===== src/rtl/decoder_nx2n_scan_pkg.sv =====
// Shared types and helpers for the N-to-2^N decoder with direct and scan modes.
package decoder_pkg;

  typedef enum logic [1:0] {
    IDLE   = 2'd0,
    DIRECT = 2'd1,
    SCAN   = 2'd2
  } state_e;

  localparam logic MODE_DIRECT = 1'b0;
  localparam logic MODE_SCAN   = 1'b1;

  // Level of an unasserted output bit; replicate across the bus for the full pattern.
  function automatic logic inactive_level(input bit active_low);
    return active_low;
  endfunction

endpackage


===== src/rtl/decoder_nx2n_scan_if.sv =====
// Control and result bus of the decoder; master drives control, slave returns the decode.
interface decoder_nx2n_scan_if #(parameter int N = 3);
  logic            en;
  logic            mode;
  logic [N-1:0]    sel;
  logic            sel_valid;
  logic [2**N-1:0] y;
  logic            y_valid;
  logic [N-1:0]    idx;
  logic            wrap;

  modport master (output en, mode, sel, sel_valid, input y, y_valid, idx, wrap);
  modport slave  (input en, mode, sel, sel_valid, output y, y_valid, idx, wrap);
endinterface


===== src/rtl/decoder_nx2n_scan_onehot_dec.sv =====
// Combinational N-to-2^N one-hot decode, bit 0 is the LSB.
module onehot_dec #(
  parameter int N = 3
) (
  input  logic [N-1:0]    idx,
  output logic [2**N-1:0] oh
);
  localparam int W = 2**N;

  for (genvar i = 0; i < W; i++) begin : g_bit
    assign oh[i] = (idx == N'(i));
  end
endmodule


===== src/rtl/decoder_nx2n_scan.sv =====
// Registered N-to-2^N decoder: host-selected position (DIRECT) or timed sweep (SCAN).
module decoder_nx2n_scan
  import decoder_pkg::*;
#(
  parameter int N          = 3,
  parameter int DWELL      = 2,
  parameter int ACTIVE_LOW = 0
) (
  input logic              clk,
  input logic              rst,
  decoder_nx2n_scan_if.slave bus
);
  localparam int             W     = 2**N;
  localparam int             CW    = $clog2(DWELL + 1);
  localparam logic [CW-1:0]  DW    = CW'(DWELL);
  localparam logic [W-1:0]   INACT = {W{inactive_level(ACTIVE_LOW != 0)}};

  state_e        state_q, state_d;
  logic [N-1:0]  idx_q, idx_d;
  logic [CW-1:0] cnt_q, cnt_d;
  logic          vld_q, vld_d;
  logic          wrap_q, wrap_d;
  logic [W-1:0]  y_q, y_d;
  logic [W-1:0]  oh;

  // State register together with the output registers it qualifies.
  always_ff @(posedge clk) begin
    if (rst) begin
      state_q <= IDLE;
      idx_q   <= '0;
      cnt_q   <= '0;
      vld_q   <= 1'b0;
      wrap_q  <= 1'b0;
      y_q     <= INACT;
    end else begin
      state_q <= state_d;
      idx_q   <= idx_d;
      cnt_q   <= cnt_d;
      vld_q   <= vld_d;
      wrap_q  <= wrap_d;
      y_q     <= y_d;
    end
  end

  always_comb begin
    state_d = IDLE;
    if (bus.en) state_d = (bus.mode == MODE_SCAN) ? SCAN : DIRECT;
  end

  always_comb begin
    idx_d  = idx_q;
    cnt_d  = '0;
    vld_d  = 1'b0;
    wrap_d = 1'b0;
    unique case (state_d)
      DIRECT: begin
        // Holding in DIRECT keeps the last decode; entering without a strobe shows nothing.
        if (bus.sel_valid) begin
          idx_d = bus.sel;
          vld_d = 1'b1;
        end else begin
          vld_d = (state_q == DIRECT) && vld_q;
        end
      end
      SCAN: begin
        vld_d = 1'b1;
        if (state_q != SCAN) begin
          idx_d = '0;
          cnt_d = CW'(1);
        end else if (cnt_q == DW) begin
          idx_d  = idx_q + N'(1);
          cnt_d  = CW'(1);
          wrap_d = (idx_q == '1);
        end else begin
          cnt_d = cnt_q + CW'(1);
        end
      end
      default: ;
    endcase
  end

  onehot_dec #(.N(N)) u_dec (.idx(idx_d), .oh(oh));

  always_comb begin
    y_d = INACT;
    if (vld_d) y_d = (ACTIVE_LOW != 0) ? ~oh : oh;
  end

  assign bus.y       = y_q;
  assign bus.y_valid = vld_q;
  assign bus.idx     = idx_q;
  assign bus.wrap    = wrap_q;
endmodule


===== src/flat_wrapper.sv =====
// flat-port wrapper written by rule: the top's interface ports become plain ports
module decoder_nx2n_scan_flat import decoder_pkg::*;
#(
  parameter int N          = 3,
  parameter int DWELL      = 2,
  parameter int ACTIVE_LOW = 0
)
  (clk, rst, bus_en, bus_mode, bus_sel, bus_sel_valid, bus_y, bus_y_valid, bus_idx, bus_wrap);
  decoder_nx2n_scan_if #(.N(N)) bus_i ();
  input logic clk;
  input logic rst;
  input wire logic [$bits(bus_i.en)-1:0] bus_en;
  input wire logic [$bits(bus_i.mode)-1:0] bus_mode;
  input wire logic [$bits(bus_i.sel)-1:0] bus_sel;
  input wire logic [$bits(bus_i.sel_valid)-1:0] bus_sel_valid;
  output wire logic [$bits(bus_i.y)-1:0] bus_y;
  output wire logic [$bits(bus_i.y_valid)-1:0] bus_y_valid;
  output wire logic [$bits(bus_i.idx)-1:0] bus_idx;
  output wire logic [$bits(bus_i.wrap)-1:0] bus_wrap;
  assign bus_i.en = bus_en;
  assign bus_i.mode = bus_mode;
  assign bus_i.sel = bus_sel;
  assign bus_i.sel_valid = bus_sel_valid;
  assign bus_y = bus_i.y;
  assign bus_y_valid = bus_i.y_valid;
  assign bus_idx = bus_i.idx;
  assign bus_wrap = bus_i.wrap;
  decoder_nx2n_scan #(.N(N), .DWELL(DWELL), .ACTIVE_LOW(ACTIVE_LOW)) u_core (.clk(clk), .rst(rst), .bus(bus_i));
endmodule

===== config.mk =====
export PLATFORM = sky130hd
export DESIGN_NAME = decoder_nx2n_scan_flat
export DESIGN_NICKNAME = d
export VERILOG_FILES = /design/src/rtl/decoder_nx2n_scan_pkg.sv /design/src/rtl/decoder_nx2n_scan_if.sv /design/src/rtl/decoder_nx2n_scan_onehot_dec.sv /design/src/rtl/decoder_nx2n_scan.sv /design/src/flat_wrapper.sv
export SDC_FILE = /design/constraint.sdc
export NUM_CORES = 1
export LEC_CHECK = 0
export CELL_PAD_IN_SITES_DETAIL_PLACEMENT = 0
export CELL_PAD_IN_SITES_GLOBAL_PLACEMENT = 2
export CORE_MARGIN = 1.5
export CORE_UTILIZATION = 23
export DETAILED_ROUTE_END_ITERATION = 6
export GPL_ROUTABILITY_DRIVEN = 0
export GPL_TIMING_DRIVEN = 0
export PLACE_DENSITY = 0.79
export SYNTH_ARGS = -nofsm -noshare
export SYNTH_HDL_FRONTEND = slang
export SYNTH_SLANG_ARGS = --single-unit

===== constraint.sdc =====
create_clock -name clk -period 1.53 [get_ports clk]
set_input_delay 0.2295 -clock clk [delete_from_list [all_inputs] [get_ports clk]]
set_output_delay 0.2295 -clock clk [all_outputs]
set_load 0.02 [all_outputs]

==> results of run 1 <==
what timing repair did:
item / 4_1_cts / 5_1_grt
setup endpoints to repair: 9 / 12
resized for setup: 9 / 21
gates cloned: 0 / 0
pin swaps: 6 / 8
setup buffers: 1 / 0
cells in the mapped netlist, types with 2 or more instances:
cell type,count,area (µm²)
a21oi_1,3,15.0
dfxtp_1,17,340
ha_1,3,37.5
inv_1,2,7.51
nand2_1,2,7.51
nand2b_1,2,12.5
nand3b_1,2,15.0
nor2_1,5,18.8
nor3_1,9,45.0
o21ai_1,3,15.0
per-layer routing:
layer | GRT usage | wire [µm] | vias to the layer above
li1 | - | - | 283
met3 | 0.0300 | 68 | 2
met5 | 0 | 0 | -
met2 | 0.131 | 732 | 16
met1 | 0.134 | 717 | 270
met4 | 0.0612 | 21 | 0
stage by stage:
step | setup TNS, ns | util | std cells | hold WS, ns
after floorplan | 0 | - | 63 | 0.294
after global placement | -2.26 | 0.328 | 114 | 0.418
after detailed placement | -2.43 | 0.328 | 114 | 0.428
after CTS | 0 | 0.351 | 119 | 0.442
after global routing | -0.176 | 0.385 | 119 | 0.335
final | 0 | 0.385 | 119 | 0.280
cells by family after synthesis:
logic type	synth area share
AOI/OAI and AO/OA	0.147
adders and majority gates	0.0573
buffers and inverters	0.0115
DFF	0.519
muxes	0.0153
and+or+nand+nor	0.250
worst max path at each step:
stage	start	end	slack, ns
2_1_floorplan	u_core.bus.idx[0]	u_core.bus.y[4]	0.02
3_3_place_gp	bus_mode	u_core.bus.y[5]	-0.25
3_5_place_dp	bus_mode	u_core.bus.y[4]	-0.27
4_1_cts	u_core.cnt_q[0]	u_core.bus.y[0]	0.002
5_1_grt	u_core.bus.idx[0]	u_core.bus.y[0]	-0.04
6_report	u_core.bus.idx[0]	u_core.bus.y[6]	0.02
state kept, by name, summed over array words and instances (netlist names):
| name | cells |
|---|---|
| u_core.bus.idx | 3 |
| u_core.bus.wrap | 1 |
| u_core.bus.y | 8 |
| u_core.bus.y_valid | 1 |
| u_core.cnt_q | 2 |
| u_core.state_q | 2 |
power by group:
group          internal, mW  total, mW  switching (mW)
clock                0.0971      0.239           0.142
sequential            0.450      0.458         0.00798
combinational        0.0478     0.0981          0.0503
layout make-up:
type                            count  share of cell area
Clock buffer                        3              0.0214
Clock inverter                      1             0.00475
Inverter                            2             0.00713
Multi-Input combinational cell     44               0.397
Sequential cell                    17               0.331
Tap cell                           31              0.0368
Timing Repair Buffer               21               0.202
==> flow_summary.toml, run 1 <==
[critical_path]
cpMostUsedCell = "ha_4"
r2r-end = "u_core.bus.y[6]"
max_stage_delay_ns = 0.39
critPathRequiredTime_ns = 1.69
critPathArrivalTime_ns = 1.68
worstPathMaxFanout = 5
r2r_start = "u_core.bus.idx[0]"
reg2reg_setup_slack_ns = 0.02
critical_path_class = "reg -> reg"
cp.depth = 6
start_kind = "flop"
critical_path.cell_chain = "ha_4 -> ha_4 -> and3_4 -> a22oi_2 -> a21bo_2 -> nor3_1"
crit_buf_inv = 0
critPathSlowestCell = "dfxtp_4"
critPathTopFamily = "compound AO/OA/AOI/OAI gates"
r2r_cells = 6
cp-end-kind = "flop"

[power_and_ir_drop]
p_total_uw = 795
ir_drop_mv = 0.381
power_density_nw_per_um2 = 754
cellLeakagePower_nw = 0.415

[cells_and_area]
multi_input_area_um2 = 418
final_nets = 100
drive_gt1_frac = 0.364
final_common_cell = "clkdlybuf4s50_1"
n_fill_cell = 272
regArea_um2 = 349
antenna_cells = 0
area_delta_synth_final_pct = 60.7
stdcell_area_um2 = 1050
mostFrequentLayoutCells = "15 x clkdlybuf4s50_1, 14 x dfxtp_1, 6 x nor3_2"

[synth]
synth_seq_cells = 17
synth-main-ff-cell = "dfxtp_1"
async_flop_share = 0
synthCells = 63
seq_area_frac_synth = 0.519
synth.distinct_cells = 25
ys_warn_count = 0
synth_edf_count = 0
syn_avg_cell_area_um2 = 10.4
synth_nets = 74
syn-cell-area_um2 = 656

[worst_hold_path]
hold_path_class = "in -> reg"
holdPathStages = 2
worstHoldStart = "bus_mode"
hold_end = "u_core.state_q[0]"

[placement]
dpl-instance-area_um2 = 897
hpwl_mm = 1.10
io_buffers = 20
dp_worst_setup_slack_ns = -0.274

[global_routing]
grt_pass1_vias = 512
grt_pass1_wl_mm = 2.31
globalRoute.totalOverflow = 0
grtUsageTotal = 0.0976
grt_max_degree = 11
antenna_found_initial = 0

[drt]
finalWirelength_mm = 1.54
detail_route.first_pass.iterations = 4
wl_per_cell_um = 12.9
drcViolationCount = 0
drt_iter0_drc = 5
via_per_inst = 4.80
num_vias = 571
postRouteAntennaNets = 0

[sta]
slew_headroom = 0.692
finalCriticalPeriod_ns = 1.51
hold_viol = 0
tightest_slew_ns = 0.462
rsz0062_at_grt = "yes"
fin_skew_ns = 0.00298
fmax_mhz = 661
setup_violations = 0
min_period_over_period = 0.989
final_max_slew_viol_count = 0
setup_ws_ns = 0.0164

[clock_tree]
cts.sink_count = 17
htree_levels = 1
clk_path_buf_depth = 2
clk_latency_ns = 0.29
cts_tree = "yes"
cts_root_buffer = "clkbuf_4"
postCtsHoldBufs = 0
cts_buffers = 3
path_clk_slew_ns = 0.10

[die]
core_area_um2 = 2730
io_pins = 21
fp.dieW_um = 56.4
die_area_um2 = 3180
row_count = 19
start_util = 0.240
die_h_um = 56.4

[run_status]
outcome = "finished clean"

[flow_run]
cap_violations = 0
Note: power is estimated with default switching activity, not from simulation.
==> run 2: changes to the inputs <==
CORE_UTILIZATION = 28   (was 23)
PLACE_DENSITY = 0.89   (was 0.79)
clock period = 1.96 ns   (was 1.53 ns; I/O delays follow)
==> run 2 against run 1 <==
Routed wire length down 19%. Critical path type is now reg -> out. Non-clock buffer count decreased by 1. Die area is 17% lower. Core utilization increased by 3.1 points. Via count fell by 7.2%. Sequential share of layout area is 3.8 points higher. Global-route usage increased by 0.92 points.
==> flow_summary.toml, run 2 (synthesized netlist as in run 1, its figures left out) <==
[drt]
num_vias = 530
drt_iter0_drc = 5
postRouteAntennaNets = 0
wl_per_cell_um = 10.9
via_per_inst = 4.61
drcViolationCount = 0
finalWirelength_mm = 1.25
detail_route.first_pass.iterations = 4

[placement]
hpwl_mm = 1.03
io_buffers = 20
place_inst = 111

[sta]
finalCriticalPeriod_ns = 1.66
slew_headroom = 0.650
final_max_slew_viol_count = 0
fin_skew_ns = 0.00846
fin_tns_setup_ns = 0
min_period_over_period = 0.849
tightest_slew_ns = 0.517
hold_viol = 0
fmax_mhz = 601
rsz0062_at_grt = "no"
setup_violations = 0

[global_routing]
antenna_found_initial = 0
grt_pass1_vias = 493
grtUsageTotal = 0.107
globalRoute.totalOverflow = 0
grt_max_degree = 12
grt_pass1_wl_mm = 2.06

[cells_and_area]
n_fill_cell = 221
largest_register_ffs = 8
drive_gt1_frac = 0.103
area_delta_synth_final_pct = 40.5
mostFrequentLayoutCells = "20 x clkdlybuf4s50_1, 17 x dfxtp_1, 9 x nor3_1"
postLayoutCoreUtil = 0.416
final_cells = 115
antenna_cells = 0
final_nets = 99
final_common_cell = "clkdlybuf4s50_1"

[die]
row_count = 17
die_area_um2 = 2640
start_util = 0.296
fp.dieW_um = 51.4
die_h_um = 51.4
core_area_um2 = 2210
io_pins = 21

[worst_hold_path]
hold_path_class = "reg -> reg"
worstHoldStart = "u_core.cnt_q[0]"

[flow_run]
cap_violations = 0

[clock_tree]
cts_setup_buffers = 0
cts_root_buffer = "clkbuf_4"
htree_levels = 1
postCtsHoldBufs = 0
cts_tree = "yes"
cts.sink_count = 17
clk_latency_ns = 0.29
path_clk_slew_ns = 0.10
clk_path_buf_depth = 2
cts_resized = 0
cts_buffers = 3

[critical_path]
critical_path_class = "reg -> out"
reg2reg_setup_slack_ns = 0.34
critPathTopFamily = "buffers and inverters"
setup.worst_path.start = "u_core.bus.idx[1]"
r2r_start = "u_core.bus.idx[1]"
critPathArrivalTime_ns = 1.37
critPathSlowestCell = "clkdlybuf4s50_1"
start_kind = "flop"
critical_path.cell_chain = "clkdlybuf4s50_1"
crit_buf_inv = 1
cp-end-kind = "primary output"
worstPathMaxFanout = 5
max_stage_delay_ns = 0.64
critPathRequiredTime_ns = 1.67

[power_and_ir_drop]
power.share.clock = 0.306
cellLeakagePower_nw = 0.346
p_int_uw = 464
power_frac_comb = 0.107
power_density_nw_per_um2 = 662
seqPwrFrac = 0.587
ir_drop_mv = 0.335
power_switching_uw = 146
switching_share = 0.240

[run_status]
outcome = "finished clean"
[run 2: stage by stage]
stage / setup WS, ns / area (µm²) / power [mW] / hold WS [ns]
floorplan: 0.358 / 656 / 0.397 / 0.363
global placement: 0.141 / 891 / 0.431 / 0.418
detailed placement: 0.129 / 891 / 0.431 / 0.423
CTS: 0.278 / 921 / 0.617 / 0.436
global route: 0.215 / 921 / 0.645 / 0.453
finish: 0.296 / 921 / 0.610 / 0.439
[run 2: worst paths after layout]
kind                                   endpoint  cells after the start
worst max-delay path                 bus_idx[1]                      1
worst max register to register  u_core.bus.y[3]                      6
worst min register to register  u_core.cnt_q[0]                      1
worst min-delay path            u_core.cnt_q[0]                      1
[run 2: cell type report]
cell class / instances / area (µm²) / area share
well taps: 28 / 35.0 / 0.0380
multi-input cells: 44 / 308 / 0.334
repair buffers: 20 / 200 / 0.217
flip-flops and latches: 17 / 340 / 0.370
inverters: 2 / 7.51 / 0.00815
clock inverters: 1 / 7.51 / 0.00815
clock buffers: 3 / 22.5 / 0.0245
[run 2: layer usage]
layer  vias up  part of all wire  track usage
li1        280                 -            -
met1       233              0.53        0.145
met2        15              0.41        0.150
met3         2             0.044       0.0263
met4         0             0.010       0.0658
met5         -                 0            0
[run 2: power groups by stage]
stage          Clock, mW  Sequential (mW)  Combinational [mW]
5_1_grt            0.215            0.360              0.0704
3_5_place_dp           0            0.366              0.0649
3_3_place_gp           0            0.366              0.0654
4_1_cts            0.194            0.358              0.0652
2_1_floorplan          0            0.371              0.0254
6_report           0.187            0.358              0.0650
==> run 3: changes to the inputs <==
CORE_UTILIZATION = 23   (was 28)
PLACE_DENSITY = 0.79   (was 0.89)
clock period = 1.45 ns   (was 1.96 ns; I/O delays follow)
==> run 3 against run 2 <==
Non-clock buffer count grew 4. Clock power up 33%. Hold slack better by 0.017 ns. The run now ends with setup timing left. Final area up 22%. Die area grew 20%. Setup slack lost 0.35 ns. Largest cell class is now multi-input gates. Sequential share of layout area fell by 5.9 points. Sequential power up 35%. Global-route usage decreased by 0.79 points. Routed wire length is 31% higher. Clock-buffer cell count unchanged. Flip-flop and latch count unchanged.
==> flow_summary.toml, run 3 (synthesized netlist as in run 1, its figures left out) <==
[sta]
fin_skew_ns = 0.00646
tightest_slew_ns = 0.377
fmax_mhz = 663
slew_headroom = 0.749
setup_violations = 8
fin_tns_setup_ns = -0.348
hold_viol = 0
min_period_over_period = 1.04
final_max_slew_viol_count = 0
finalCriticalPeriod_ns = 1.51
setup_ws_ns = -0.0593
rsz0062_at_grt = "yes"

[clock_tree]
path_clk_slew_ns = 0.10
cts.sink_count = 17
cts_buffers = 3
htree_levels = 1
clk_path_buf_depth = 2
clk_latency_ns = 0.29
postCtsHoldBufs = 0
cts_root_buffer = "clkbuf_4"
cts_tree = "yes"

[critical_path]
cp.depth = 6
critPathSlowestCell = "dfxtp_4"
critPathRequiredTime_ns = 1.62
worstPathMaxFanout = 4
critPathTopFamily = "compound AO/OA/AOI/OAI gates"
max_stage_delay_ns = 0.37
r2r_cells = 6
start_kind = "flop"
critical_path.cell_chain = "ha_4 -> ha_4 -> and3_4 -> a22oi_2 -> a21bo_2 -> nor3_2"
critical_path_class = "reg -> reg"
cp-end-kind = "flop"
crit_buf_inv = 0
cpMostUsedCell = "ha_4"
critPathArrivalTime_ns = 1.68

[cells_and_area]
antenna_cells = 0
drive_gt1_frac = 0.396
multi_input_area_um2 = 462
n_fill_cell = 269
final_common_cell = "dfxtp_1"
area_delta_synth_final_pct = 71.0
stdcell_area_um2 = 1120
largest_register_ffs = 8
regArea_um2 = 348
postLayoutCoreUtil = 0.410
mostFrequentLayoutCells = "15 x dfxtp_1, 11 x clkdlybuf4s50_1, 6 x nor3_2"
final_nets = 103
final_cells = 122

[drt]
num_vias = 592
detail_route.first_pass.iterations = 4
via_per_inst = 4.85
drcViolationCount = 0
drt_iter0_drc = 6
postRouteAntennaNets = 0
finalWirelength_mm = 1.64
wl_per_cell_um = 13.4

[placement]
place_inst = 114
io_buffers = 20
hpwl_mm = 1.11
dpl-instance-area_um2 = 915

[power_and_ir_drop]
cellLeakagePower_nw = 0.506
power_density_nw_per_um2 = 755
ir_drop_mv = 0.440
p_total_uw = 846

[global_routing]
grt_use_met2 = 0.145
grt_pass1_wl_mm = 2.31
globalRoute.totalOverflow = 0
met1_usage = 0.125
met3_usage = 0.0323
antenna_found_initial = 0
grt_pass1_vias = 505
grt_max_degree = 11
grt_busiest_layer = "met2"
grtUsageTotal = 0.0989

[worst_hold_path]
holdPathStages = 1
hold_path_class = "reg -> reg"

[flow_run]
cap_violations = 0

[run_status]
failed_checks = "setup timing"
outcome = "complete, but fails checks"

[die]
die_h_um = 56.4
core_area_um2 = 2730
row_count = 19
die_area_um2 = 3180
io_pins = 21
start_util = 0.240
fp.dieW_um = 56.4
==> run 3: cell type report <==
cell class,instances,area share
multi-input combinational,44,0.412
sequential,17,0.310
timing repair buffer,24,0.212
tap,31,0.0346
clock buffer,3,0.0201
inverter,2,0.00670
clock inverter,1,0.00446
==> run 3: worst paths after layout <==
kind | from | to | slack, ns
worst max register to register | u_core.bus.idx[1] | u_core.bus.y[4] | -0.06
worst min-delay path | u_core.cnt_q[0] | u_core.cnt_q[0] | 0.46
worst max-delay path | u_core.bus.idx[1] | u_core.bus.y[4] | -0.06
worst min register to register | u_core.cnt_q[0] | u_core.cnt_q[0] | 0.46
==> run 3: power by group <==
group	switching [mW]	internal (mW)	total [mW]
Combinational	0.0610	0.0545	0.115
Sequential	0.00739	0.474	0.482
Clock	0.147	0.102	0.249
Total	0.215	0.631	0.846
==> run 3: layer usage <==
metal	up-vias	wire (µm)
met5	-	0
li1	295	-
met4	0	23
met2	22	745
met3	2	118
met1	273	751
==> run 3: metrics by stage <==
step	hold WS [ns]	setup slack (ns)
after floorplan	0.280	0.00273
after global placement	0.417	-0.303
after detailed placement	0.420	-0.322
after CTS	0.434	-0.0668
after global routing	0.461	-0.111
final	0.455	-0.0593
==> run 3: what timing repair did <==
action,4_1_cts,5_1_grt
endpoints found under the setup margin,13,15
gates cloned,0,0
buffers inserted,3,1
gates resized for setup,13,22
pin swaps,5,6
